**src/rtl/ram16x8_burst_ctrl.sv**
```systemverilog
// Burst sequencer in front of a 16x8 single-port RAM: streams write beats in,
// issues reads with one-cycle RAM latency and buffers read data in a small FIFO.
module ram16x8_burst_ctrl #(
    parameter int FIFO_DEPTH = 4
) (
    input  logic       clk,
    input  logic       rst_n,
    input  logic       cmd_valid,
    output logic       cmd_ready,
    input  logic       cmd_write,
    input  logic [3:0] cmd_addr,
    input  logic [3:0] cmd_len,
    input  logic [7:0] wr_data,
    input  logic       wr_valid,
    output logic       wr_ready,
    output logic [7:0] rd_data,
    output logic       rd_valid,
    input  logic       rd_ready,
    output logic       busy,
    output logic       ram_ce,
    output logic       ram_rd_en,
    output logic       ram_wr_en,
    output logic [3:0] ram_addr,
    output logic [7:0] ram_wdata,
    input  logic [7:0] ram_rdata,
    input  logic       ram_valid
);
    localparam int AW = $clog2(FIFO_DEPTH);
    localparam int CW = AW + 1;
    localparam logic [CW:0] DEPTH_W = (CW+1)'(FIFO_DEPTH);

    typedef enum logic [1:0] {IDLE, WRITE, READ} state_t;
    state_t state, state_nxt;

    logic [3:0]    addr_q, last_addr;
    logic [4:0]    remaining;
    logic          inflight, wr_beat, issue, push, pop;
    logic [7:0]    fifo_mem [FIFO_DEPTH];
    logic [AW-1:0] wptr, rptr, rptr_nxt;
    logic [CW-1:0] count, count_nxt;
    logic [CW:0]   occupancy;

    // Reads in flight count against FIFO space, so a full FIFO never overflows.
    assign occupancy = {1'b0, count} + {{CW{1'b0}}, inflight};
    assign busy      = (state != IDLE);
    assign push      = inflight & ram_valid;
    assign rd_valid  = (count != '0);
    assign pop       = rd_valid & rd_ready;
    assign rptr_nxt  = pop ? rptr + AW'(1) : rptr;

    always_comb begin
        count_nxt = count;
        if (push && !pop)
            count_nxt = count + CW'(1);
        else if (!push && pop)
            count_nxt = count - CW'(1);
    end

    always_comb begin
        state_nxt = state;
        cmd_ready = 1'b0;
        wr_ready  = 1'b0;
        wr_beat   = 1'b0;
        issue     = 1'b0;
        ram_ce    = 1'b0;
        ram_rd_en = 1'b0;
        ram_wr_en = 1'b0;
        ram_addr  = last_addr;
        ram_wdata = 8'd0;
        case (state)
            IDLE: begin
                cmd_ready = 1'b1;
                if (cmd_valid)
                    state_nxt = cmd_write ? WRITE : READ;
            end
            WRITE: begin
                wr_ready = 1'b1;
                wr_beat  = wr_valid;
                if (wr_beat) begin
                    ram_ce    = 1'b1;
                    ram_wr_en = 1'b1;
                    ram_addr  = addr_q;
                    ram_wdata = wr_data;
                    if (remaining == 5'd1)
                        state_nxt = IDLE;
                end
            end
            READ: begin
                issue     = (remaining != 5'd0) && (occupancy < DEPTH_W);
                // Holding rd_en while a read is in flight keeps the RAM output visible.
                ram_ce    = issue | inflight;
                ram_rd_en = issue | inflight;
                if (issue)
                    ram_addr = addr_q;
                // remaining==0 here means this is the drain cycle of the last issue.
                if (remaining == 5'd0)
                    state_nxt = IDLE;
            end
            default: state_nxt = IDLE;
        endcase
    end

    always_ff @(posedge clk or negedge rst_n) begin
        if (!rst_n) begin
            state     <= IDLE;
            addr_q    <= 4'd0;
            last_addr <= 4'd0;
            remaining <= 5'd0;
            inflight  <= 1'b0;
        end else begin
            state    <= state_nxt;
            inflight <= issue;
            if (state == IDLE && cmd_valid) begin
                addr_q    <= cmd_addr;
                remaining <= {1'b0, cmd_len} + 5'd1;
            end else if (wr_beat || issue) begin
                addr_q    <= addr_q + 4'd1;
                last_addr <= addr_q;
                remaining <= remaining - 5'd1;
            end
        end
    end

    always_ff @(posedge clk) begin
        if (push)
            fifo_mem[wptr] <= ram_rdata;
    end

    // rd_data is the registered head; a push into the head slot bypasses the array.
    always_ff @(posedge clk or negedge rst_n) begin
        if (!rst_n) begin
            wptr    <= '0;
            rptr    <= '0;
            count   <= '0;
            rd_data <= 8'd0;
        end else begin
            if (push)
                wptr <= wptr + AW'(1);
            rptr  <= rptr_nxt;
            count <= count_nxt;
            if (count_nxt == '0)
                rd_data <= 8'd0;
            else if (push && wptr == rptr_nxt)
                rd_data <= ram_rdata;
            else
                rd_data <= fifo_mem[rptr_nxt];
        end
    end
endmodule

```
**config.mk**
```make
export PLATFORM = sky130hd
export DESIGN_NAME = ram16x8_burst_ctrl
export DESIGN_NICKNAME = d
export VERILOG_FILES = /design/src/rtl/ram16x8_burst_ctrl.sv
export SDC_FILE = /design/constraint.sdc
export NUM_CORES = 1
export LEC_CHECK = 0
export BUFFER_PORTS_ARGS = -buffer_cell sky130_fd_sc_hd__buf_4
export CORE_UTILIZATION = 45
export CTS_BUF_LIST = sky130_fd_sc_hd__clkbuf_16
export CTS_CLUSTER_SIZE = 24
export DETAILED_ROUTE_END_ITERATION = 10
export HOLD_SLACK_MARGIN = 0.03
export PLACE_DENSITY = 0.75
export REMOVE_ABC_BUFFERS = 1
export SYNTH_ARGS = -nofsm -noshare
export SYNTH_HDL_FRONTEND = slang
export SYNTH_SLANG_ARGS = --single-unit
export TNS_END_PERCENT = 20
```
**constraint.sdc**
```tcl
create_clock -name clk -period 2.86 [get_ports clk]
set_clock_uncertainty 0.1 [all_clocks]
set_input_delay 0.715 -clock clk [delete_from_list [all_inputs] [get_ports clk]]
set_output_delay 0.715 -clock clk [all_outputs]
set_load 0.005 [all_outputs]
```
-- After elaboration in Yosys (flattened, before gate mapping)
Memories as Yosys holds them, arrays and structs flattened.
Index checks and enable logic that the tools add are counted.
- add/subtract/negate cells: 8
- $lt $le $gt $ge: 1
- eq/ne operators: 8
- mux-type cells: 30
- bitwise gates (word level): 4
- reductions and logical operators: 17
- operator list (cell ; count):
    $mux W8 ; 4
    $mux W4 ; 4
    $mux W2 ; 6
    $mux W5 ; 2
    $mux W1 ; 9
    $ne A2 B2 Y1 const B ; 4
    $pmux W4 S2 ; 1
    $mux W3 ; 2
    $pmux W2 S3 ; 1
    $add A4 B1 Y5 const B ; 1
    $eq A5 B1 Y1 const B ; 1
    $logic_and A1 B1 Y1 ; 5
    $logic_not A5 Y1 ; 1
    $reduce_bool A5 Y1 ; 1
    $sub A5 B1 Y5 const B ; 1
    $add A2 B1 Y2 const B ; 2
    $add A3 B1 Y4 ; 1
    $add A4 B1 Y4 const B ; 1
    $lt A4 B3 Y1 const B ; 1
    $reduce_and A4 Y1 ; 1
    $reduce_bool A2 Y1 ; 2
    $add A3 B1 Y3 const B ; 1
    $logic_not A3 Y1 ; 1
    $reduce_bool A3 Y1 ; 1
    12 further kinds ; 14
- register bits after elaboration: 31
- memory bits (writable): 32
- bits of input ports: 31
- output and inout bits: 27
- logic and storage cells: 78
- memories kept: 1
- memory list (memory ; depth ; bits a word ; rd ports ; clocked after memory_dff ; wr ports ; line ; source):
    fifo_mem ; 4 ; 8 ; 1 ; 0 ; 1 ; 38 ; logic [7:0] fifo_mem [FIFO_DEPTH];

-- Logic depth before layout (Yosys ltp)
Gate-level depths: netlist of run 1.
- word-level depth: 7
- depth in mapped cells: 9
- depth with buffers taken out: 8

-- Worst setup path after synthesis of run 1
No wires, ideal clock.
- path kind: flip-flop to output port
- start point: register remaining[0]
- end point: output port ram_addr[0]
- data arrival time: 1688 ps
- required time: 2045 ps
- path slack: 357 ps
- stages on the path, launching flop included: 7
- path buffers: 1
- path through: dfrtp_1 -> inv_1 -> ha_1 -> nor4b_2 -> o41ai_4 -> buf_2 -> a32o_1
- word-level cells in the longest chain between the ends: 4
- ends and longest elaborated chain (item ; line ; source):
    from (decl) ; 36 ; logic [4:0] remaining;
    from (signal assigned) ; 115 ; remaining <= {1'b0, cmd_len} + 5'd1;
    from (signal assigned) ; 119 ; remaining <= remaining - 5'd1;
    $reduce_bool A5 Y1 ; 89 ; issue = (remaining != 5'd0) && (occupancy < DEPTH_W);
    $logic_and A1 B1 Y1 ; 89 ;
    $mux W4 ; 93 ; if (issue)
    $pmux W4 S2 ; 70 ; case (state)
    to (decl) ; 23 ; output logic [3:0] ram_addr,
No other way between the ends.

-- Worst setup path in the final report of run 1
- start point: register remaining[0]
- end point: output port ram_addr[2]
The elaborated chain is that of the path after synthesis.

==> results of run 1 <==
## repair_timing
| action | 4_1_cts | 5_1_grt |
|---|---|---|
| pin swaps | 1 | 2 |
| gates cloned | 0 | 0 |
| setup endpoints to repair | 4 | 5 |
| buffers inserted | 2 | 2 |
| gates resized for setup | 2 | 4 |
## cells by family after synthesis
kind of cell | count (synthesis) | share of synthesized area
adder cells (fa/ha/maj) | 14 | 0.0501
AND/OR/NAND/NOR | 61 | 0.0933
XOR/XNOR | 14 | 0.0351
AO/OA/AOI/OAI | 56 | 0.129
flip-flops | 63 | 0.496
multiplexers | 30 | 0.153
buffers and inverters | 27 | 0.0433
## placed cells by master (no fill, tap or decap), drive strengths merged, types with 4 or more instances in the layout
cell / instances
a211oi: 18
a21oi: 12
a32o: 4
and3: 14
buf: 68
clkbuf: 9
dfrtp: 31
edfxtp: 32
ha: 14
inv: 15
mux2: 5
mux2i: 11
mux4: 14
nand2: 16
nand3: 4
nor2: 14
nor3: 4
o21ai: 6
xnor2: 7
xor2: 7
## registers in the layout, summed over array words and instances (netlist names)
signal,count
rptr,2
fifo_mem,32
wptr,2
addr_q,4
inflight,1
last_addr,4
rd_data,8
count,3
state,2
remaining,5
## power groups by stage
| stage | sequential (mW) | combinational (mW) | clock (mW) |
|---|---|---|---|
| after floorplan | 1.43 | 1.14 | 0 |
| after global placement | 1.46 | 1.69 | 0 |
| after detailed placement | 1.47 | 1.74 | 0 |
| after CTS | 1.45 | 1.78 | 1.16 |
| after global routing | 1.49 | 2.00 | 1.20 |
| final | 1.46 | 1.80 | 1.13 |
## layout make-up
cell class	count	area [sq um]	area share
Inverter	15	56.3	0.0129
Timing Repair Buffer	68	510	0.117
Multi-Input combinational cell	175	1630	0.373
Tap cell	99	124	0.0284
Sequential cell	63	1740	0.397
Clock inverter	6	86.3	0.0198
Clock buffer	9	225	0.0515
## through the flow
stage	setup slack, ns	power [mW]
floorplan	0.336	2.57
finish	0.0894	4.40
detailed placement	0.281	3.20
global placement	0.369	3.15
CTS	0.00346	4.39
global route	-0.00467	4.68
## per-layer routing
layer | routed length [um] | vias to the layer above
li1 | - | 1164
met1 | 3140 | 1240
met2 | 3370 | 64
met3 | 288 | 17
met4 | 167 | 0
met5 | 0 | -
## worst paths after layout
| check | startpoint | depth (start not counted) | end | slack (ns) |
|---|---|---|---|---|
| setup / recovery | remaining[0]$_DFFE_PN0P_ | 8 | ram_addr[2] | 0.09 |
| hold / removal | rst_n | 1 | remaining[4]$_DFFE_PN0P_ | 0.21 |
| setup reg to reg | count[0]$_DFF_PN0_ | 8 | rd_data[7]$_DFF_PN0_ | 0.45 |
| hold reg to reg | last_addr[2]$_DFFE_PN0P_ | 1 | last_addr[2]$_DFFE_PN0P_ | 0.41 |
| max in group asynchronous | rst_n | 1 | wptr[0]$_DFFE_PN0P_ | 2.16 |
| min in group clk | last_addr[2]$_DFFE_PN0P_ | 1 | last_addr[2]$_DFFE_PN0P_ | 0.41 |
==> run metrics, run 1 <==
Filler cells=600; Final Cell Area=0.00437 sq mm; all-layer global routing usage=0.186; Slew Limit Fails=0; first-pass GRT wire length=11.8 mm; via/cell ratio=5.71; global route overflow=0; Psw=1.50 mW; EDFF count, synth=32; vias in the first global route=2514; Starting Density=0.475; final setup vio count=0; peak supply drop=0.610 mV; Fin. Hold Viols=0; CTS tree=yes; Critical path buffers and inverters=3; status=completed; Global Route met2 Usage=0.302; worst slew pin tran=0.747 ns; post-route non-filler standard cell count=435; share of layout cells above drive strength 1=0.307; Routability Congestion=0.766; Yosys top cell area share=0.275; # DRC=0; worst path required time=2.05 ns; DR iter-0 viols=115; ant diodes=0; Clk network pwr share=0.258; die height=90.2 um; H-tree depth=3; setup TNS=0 ns; cts hold-fix bufs=0; average wire per standard cell=16.0 um; Tmin final=2.77 ns; ys flop type=edfxtp_1; fmax=361 MHz; Crit-path slowest cell=dfrtp_1; post-synth top area cell=edfxtp_1; drt pass-1 iters=4; Final Util=0.593; hold crit path type=in -> async; latest clock arrival within the worst-skew pair=0.33 ns; cell with the most instances after synthesis=edfxtp_1; Max-Cap Viols=0; clock-pin slew of the registers on the worst-case setup and hold paths=0.05 ns; Final HPWL DP=4.77 mm; commonest cells in the netlist=32 x edfxtp_1, 31 x dfrtp_1, 18 x a211oi_1; # rows=31; Final nets=377; synth top area cells=edfxtp_1 27%, dfrtp_1 22%, mux4_1 11%, ha_1 5.0%, a211oi_1 3.9%; cell area after synthesis=0.00350 sq mm; power share of the sequential group=0.332; I/O Buffers=57; family with the most delay on the worst path=compound AO/OA/AOI/OAI gates; clk sinks=63; Syn Inst Count=265; LEAKAGE=1.84 nW; Top Usage Layer GRT=met2; Crit. End Element=output pin; P_int=2.90 mW; Ys Warns=0; final period utilization=0.969; DP Area=0.00401 sq mm; DRT antenna net count=0; Critical Path Fanout Max=5; PwrDens=1010 mW/mm^2; WP data arrival=1.96 ns; Post-Syn Area per Cell=13.2 sq um; largest net degree at the start of global routing=32; WS Path Type=reg -> out; Synth async-reset ratio=0.492; distinct cell type count of the synthesized netlist=47; core box area=0.00737 sq mm; critical path startpoint category=flip-flop; Combinational Power Share=0.410; total CTS buffers=9; area delta synth->final=24.9%; register area share after synthesis=0.496; Fin Hold WS=0.210 ns; most frequent CP cell=buf_4; Vias=2485; initial antenna violation count=0; die area=0.00813 sq mm; die extent in x=90.2 um; Top Ports=58; met3 Use GR=0.0415; Slew HR=0.502; critical path, cell by cell=inv_2 > ha_2 > nor4b_2 > buf_4 > nor3_4 > o221ai_2 > a32o_1 > buf_4; slowest stage delay, CP=0.37 ns; routed wire length=6.96 mm; GR Util met1=0.229; Max clock buf depth=2; CTS Root Cell=clkbuf_16; Sw Share=0.341; Synth Register Bits=63; Post-Place Cells=416
Note: power is estimated with default switching activity, not from simulation.
==> run 2, diff against run 1 <==
Settings changed: ABC_AREA set to 1.
==> run 2 against run 1 <==
Final area fell by 1.3%; via count up 12%; sequential share of layout area grew 0.52 points; largest power group unchanged; power increased by 1.7%; die area down 1.3%; sequential power is 7% lower; synthesized area decreased by 1.4%; critical endpoint unchanged; global-route usage grew 2.2 points; highest routed layer unchanged; worst hold slack better by 0.022 ns; fmax down 0.27%.
==> run metrics, run 2 <==
status=completed (unchanged); most frequent cells in the layout=98 x nand2_1, 63 x buf_4, 61 x inv_1 (was 68 x buf_4, 32 x edfxtp_1, 31 x dfrtp_1); synth top area cells=edfxtp_1 28%, dfrtp_1 22%, nand2_1 11%, inv_1 6.9%, nand3_1 5.2% (was edfxtp_1 27%, dfrtp_1 22%, mux4_1 11%, ha_1 5.0%, a211oi_1 3.9%); Synth Register Bits=63 (unchanged); CTS tree=yes (unchanged); DR iter-0 viols=154 (was 115); DRT antenna net count=0 (unchanged); Max-Cap Viols=0 (unchanged); latest clock arrival within the worst-skew pair=0.33 ns (about the same); critical path startpoint category=flip-flop (unchanged); ys flop type=edfxtp_1 (unchanged); fmax=360 MHz (was 361 MHz); vias in the first global route=2633 (was 2514); Crit. End Element=output pin (unchanged); peak supply drop=0.444 mV (was 0.610 mV); Post-Syn Area per Cell=8.80 sq um (was 13.2 sq um); Starting Density=0.471 (was 0.475); all-layer global routing usage=0.207 (was 0.186); Yosys top cell area share=0.278 (was 0.275); share of layout cells above drive strength 1=0.258 (was 0.307); die extent in x=89.6 um (was 90.2 um); largest net degree at the start of global routing=32 (unchanged); Largest regs=fifo_mem x32, rd_data x8, remaining x5 (unchanged); Ys Warns=0 (unchanged); routed wire length=7.50 mm (was 6.96 mm); worst path required time=2.05 ns (about the same); # rows=31 (unchanged); register area share after synthesis=0.503 (was 0.496); Final nets=506 (was 377); commonest non-fill, non-tap cell in the layout=nand2_1 (was buf_4); Fin Hold WS=0.231 ns (was 0.210 ns); WS Path Type=reg -> out (unchanged); Critical Path Fanout Max=4 (was 5); Most flops, register=fifo_mem (unchanged); hold crit path type=in -> async (unchanged); die height=89.6 um (was 90.2 um); area delta synth->final=25.0% (was 24.9%); EDFF count, synth=32 (unchanged); Slew HR=0.630 (was 0.502); Routability Congestion=0.834 (was 0.766); via/cell ratio=4.94 (was 5.71); cell area after synthesis=0.00345 sq mm (was 0.00350 sq mm); core box area=0.00733 sq mm (was 0.00737 sq mm); ant diodes=0 (unchanged); RSZ-0062 raised after global routing=true; Fin. Hold Viols=0 (unchanged); final setup vio count=0 (unchanged); LEAKAGE=2.15 nW (was 1.84 nW); post-synth top area cell=edfxtp_1 (unchanged); drt pass-1 iters=4 (unchanged); total CTS buffers=9 (unchanged); global route overflow=0 (unchanged); Top Ports=58 (unchanged); die area=0.00802 sq mm (was 0.00813 sq mm); WP data arrival=1.96 ns (about the same); clk sinks=63 (unchanged); I/O Buffers=57 (unchanged); CTS Root Cell=clkbuf_16 (unchanged); final period utilization=0.971 (was 0.969); # DRC=0 (unchanged); number of flip-flops in the largest register=32 (unchanged); Max clock buf depth=2 (unchanged); worst slew pin tran=0.553 ns (was 0.747 ns); initial antenna violation count=0 (unchanged); clock-pin slew of the registers on the worst-case setup and hold paths=0.05 ns (about the same); post-place setup slack=0.410 ns (was 0.281 ns); Tmin final=2.78 ns (was 2.77 ns); Final Util=0.588 (was 0.593); H-tree depth=3 (unchanged); PwrDens=1040 mW/mm^2 (was 1010 mW/mm^2); first-pass GRT wire length=12.2 mm (was 11.8 mm); cell with the most instances after synthesis=nand2_1 (was edfxtp_1); Overall Power=4.47 mW (was 4.40 mW); Synth async-reset ratio=0.492 (unchanged); Vias=2793 (was 2485); Final HPWL DP=5.19 mm (was 4.77 mm); average wire per standard cell=13.3 um (was 16.0 um); distinct cell type count of the synthesized netlist=31 (was 47); Slew Limit Fails=0 (unchanged); Syn Inst Count=392 (was 265); final setup margin=0.0818 ns (was 0.0894 ns); commonest cells in the netlist=99 x nand2_1, 63 x inv_1, 36 x nand3_1 (was 32 x edfxtp_1, 31 x dfrtp_1, 18 x a211oi_1)
run 2: area by class of cell:
cell class	count	area, sq um
fill	635	3020
sequential	63	1740
multi-input combinational	256	1440
timing repair buffer	63	473
inverter	68	255
clock buffer	9	225
tap	99	124
clock inverter	7	63.8
run 2: routing by layer:
layer	routed length, um	share of wire	track usage
met4	74	0.0099	0.0996
met5	0	0	0
met2	3800	0.51	0.361
met3	361	0.048	0.0484
met1	3270	0.44	0.241
run 2: repair_timing:
| action | 4_1_cts | 5_1_grt |
|---|---|---|
| resized for setup | 0 | 9 |
| setup buffers | 0 | 2 |
| hold buffers | 0 | 0 |
| setup endpoints to repair | 0 | 4 |
run 2: critical path: stages (launching register included):
cell	delay (ns)
dfrtp_1	0.39
inv_2	0.08
ha_1	0.18
inv_1	0.07
nor2_2	0.16
nand2_1	0.08
nand2_1	0.11
nor2_2	0.06
nor2_2	0.16
nor2_1	0.08
o21ai_1	0.12
buf_4	0.12
run 2: final timing paths:
path	startpoint	to	slack, ns	cells past startpoint
worst max-delay path	remaining[0]$_DFFE_PN0P_	ram_addr[2]	0.08	11
worst min-delay path	rst_n	rd_data[0]$_DFF_PN0_	0.23	1
worst max register to register	count[0]$_DFF_PN0_	rd_data[3]$_DFF_PN0_	0.69	12
worst min register to register	last_addr[3]$_DFFE_PN0P_	last_addr[3]$_DFFE_PN0P_	0.39	2
max in group asynchronous	rst_n	remaining[4]$_DFFE_PN0P_	2.11	1
min in group clk	last_addr[3]$_DFFE_PN0P_	last_addr[3]$_DFFE_PN0P_	0.39	2
run 2: cells by family after synthesis:
family / share of synthesized area
AO/OA/AOI/OAI: 0.0468
adder cells (fa/ha/maj): 0.0508
flip-flops: 0.503
buffers and inverters: 0.0852
AND/OR/NAND/NOR: 0.304
XOR/XNOR: 0.0102
run 2: power by group:
part	internal [mW]	switching [mW]	leakage (nW)
Combinational	0.799	1.26	1.34
Sequential	1.20	0.165	0.668
Clock	0.665	0.382	0.139
Total	2.66	1.80	2.15
run 2: through the flow:
stage	instances	setup TNS [ns]	instance area (sq um)
final	565	0	4310
after global routing	565	-0.200	4310
after CTS	563	0	4280
after detailed placement	547	0	3990
after global placement	547	0	3990
after floorplan	387	0	3410
==> run 3, diff against run 2 <==
Settings changed: CTS_CLUSTER_DIAMETER set to 120, RECOVER_POWER set to 50.
==> run 3 against run 2 <==
The flow now finishes with violations (capacitance limit, slew limit); combinational power hardly changed; global-route usage is the same; sequential share of layout area is 0.39 points higher; sequential power about the same; highest routed layer unchanged; worst hold slack better by 0.16 ns; critical path depth unchanged; flip-flop and latch count did not move; critical endpoint unchanged.
==> run metrics, run 3 (synthesis results as in run 2) <==
status=complete, but fails checks (was completed); violated checks=capacitance limit, slew limit; Critical Path Fanout Max=4 (unchanged); RR Startpoint=count[0]$_DFF_PN0_ (unchanged); PwrDens=1040 mW/mm^2 (about the same); die area=0.00802 sq mm (unchanged); Clk network pwr share=0.235 (was 0.234); LEAKAGE=2.12 nW (was 2.15 nW); reg-to-reg setup timing slack=0.53 ns (was 0.69 ns); Psw=1.80 mW (about the same); latest clock arrival within the worst-skew pair=0.33 ns (about the same); H-tree depth=3 (unchanged); first-pass GRT wire length=12.2 mm (unchanged); WP data arrival=1.98 ns (was 1.96 ns); commonest non-fill, non-tap cell in the layout=nand2_1 (unchanged); via/cell ratio=4.92 (was 4.94); final setup margin=0.0695 ns (was 0.0818 ns); largest net degree at the start of global routing=32 (unchanged); Final HPWL DP=5.19 mm (unchanged); Overall Power=4.46 mW (was 4.47 mW); vias in the first global route=2633 (unchanged); routed wire length=7.48 mm (was 7.50 mm); total CTS buffers=9 (unchanged); Hold Crit Depth=2; DR iter-0 viols=144 (was 154); Fin Hold WS=0.390 ns (was 0.231 ns); Filler cells=645 (was 635); DRT antenna net count=0 (unchanged); Slew Limit Fails=32 (was 0); peak supply drop=0.443 mV (was 0.444 mV); Max-Cap Viols=1 (was 0); hold crit path type=reg -> reg (was in -> async); average wire per standard cell=13.2 um (was 13.3 um); final period utilization=0.976 (was 0.971); drt pass-1 iters=4 (unchanged); fmax=358 MHz (was 360 MHz); initial antenna violation count=0 (unchanged); Routability Congestion=0.834 (unchanged); P_int=2.66 mW (about the same); Setup crit end=ram_addr[2] (unchanged); worst slew pin tran=1.83 ns (was 0.553 ns); reg2reg end=rd_data[3]$_DFF_PN0_ (unchanged); global route overflow=0 (unchanged); worst path required time=2.05 ns (about the same); Most flops, register=fifo_mem (unchanged); die extent in x=89.6 um (unchanged); Crit. End Element=output pin (unchanged); share of layout cells above drive strength 1=0.236 (was 0.258); critical path startpoint category=flip-flop (unchanged); cts hold-fix bufs=0 (unchanged); RSZ-0062 raised after global routing=true (unchanged); # rows=31 (unchanged); clk sinks=63 (unchanged); Fin. Hold Viols=0 (unchanged); Largest regs=fifo_mem x32, rd_data x8, remaining x5 (unchanged); Vias=2780 (was 2793); # DRC=0 (unchanged); power share of the sequential group=0.306 (was 0.305); CTS tree=yes (unchanged); post-place setup slack=0.410 ns (unchanged); final setup vio count=0 (unchanged); Top Ports=58 (unchanged); I/O Buffers=57 (unchanged); core box area=0.00733 sq mm (unchanged); CTS Root Cell=clkbuf_16 (unchanged); r2r worst-path depth=12 (unchanged); ant diodes=0 (unchanged); most frequent cells in the layout=99 x nand2_1, 61 x inv_1, 53 x buf_4 (was 98 x nand2_1, 63 x buf_4, 61 x inv_1); Worst Setup SP=remaining[0]$_DFFE_PN0P_ (unchanged); all-layer global routing usage=0.207 (unchanged); Final nets=506 (unchanged); critical hold path startpoint=last_addr[3]$_DFFE_PN0P_; Tmin final=2.79 ns (was 2.78 ns); die height=89.6 um (unchanged); Slew HR=-0.218 (was 0.630); number of flip-flops in the largest register=32 (unchanged); Combinational Power Share=0.459 (was 0.460); Max clock buf depth=2 (unchanged); Sw Share=0.404 (about the same); clock-pin slew of the registers on the worst-case setup and hold paths=0.05 ns (about the same); Starting Density=0.471 (unchanged); WS Path Type=reg -> out (unchanged); area delta synth->final=23.8% (was 25.0%)
[run 3: cell types whose count changed in the layout (fill, tap and decap cells not counted)]
cell / before / now
nand2_4: 5 / 4
clkbuf_1: 0 / 9
buf_4: 63 / 53
clkbuf_4: 0 / 1
nand2_1: 98 / 99
[run 3: worst min path at each step]
stage	endpoint	slack [ns]
detailed placement	last_addr[3]$_DFFE_PN0P_	0.37
global route	last_addr[1]$_DFFE_PN0P_	0.43
global placement	last_addr[3]$_DFFE_PN0P_	0.38
floorplan	addr_q[0]$_DFFE_PN0P_	0.32
finish	last_addr[3]$_DFFE_PN0P_	0.39
CTS	rd_data[0]$_DFF_PN0_	0.24
[run 3: layout make-up]
type / instances / area, sq um / share of cell area
clock buffers: 9 / 225 / 0.0527
clock inverters: 7 / 63.8 / 0.0149
multi-input cells: 256 / 1430 / 0.334
well taps: 99 / 124 / 0.0290
inverters: 68 / 255 / 0.0598
flip-flops and latches: 63 / 1740 / 0.407
repair buffers: 63 / 439 / 0.103
[run 3: power groups by stage]
stage / Sequential, mW / Clock [mW] / Combinational (mW)
after detailed placement: 1.37 / 0 / 2.00
after global routing: 1.39 / 1.10 / 2.33
after global placement: 1.37 / 0 / 1.94
final: 1.36 / 1.05 / 2.05
after CTS: 1.36 / 1.07 / 2.02
after floorplan: 1.34 / 0 / 1.40
[run 3: worst max-delay path: stages (launching register included)]
cell and delay [ns]:
dfrtp_1 0.39, inv_2 0.08, ha_1 0.18, inv_1 0.07, nor2_2 0.16, nand2_1 0.08
nand2_1 0.11, nor2_2 0.06, nor2_2 0.17, nor2_1 0.08, o21ai_1 0.12, buf_4 0.12
[run 3: metal layers]
| layer | GRT usage | wire (um) | vias to the layer above |
|---|---|---|---|
| li1 | - | - | 1392 |
| met1 | 0.241 | 3290 | 1303 |
| met2 | 0.361 | 3820 | 80 |
| met3 | 0.0484 | 320 | 5 |
| met4 | 0.0996 | 57 | 0 |
| met5 | 0 | 0 | - |
[run 3: through the flow]
| stage | instance area [sq um] | std cells | util | setup TNS [ns] |
|---|---|---|---|---|
| final | 4270 | 565 | 0.583 | 0 |
| after global routing | 4270 | 565 | 0.583 | -0.200 |
| after CTS | 4280 | 563 | 0.584 | 0 |
| after detailed placement | 3990 | 547 | 0.545 | 0 |
| after global placement | 3990 | 547 | 0.545 | 0 |
| after floorplan | 3410 | 387 | - | 0 |
[run 3: timing repair]
item,CTS,global route
setup endpoints to repair,0,4
setup buffers,0,2
gates resized for setup,0,9
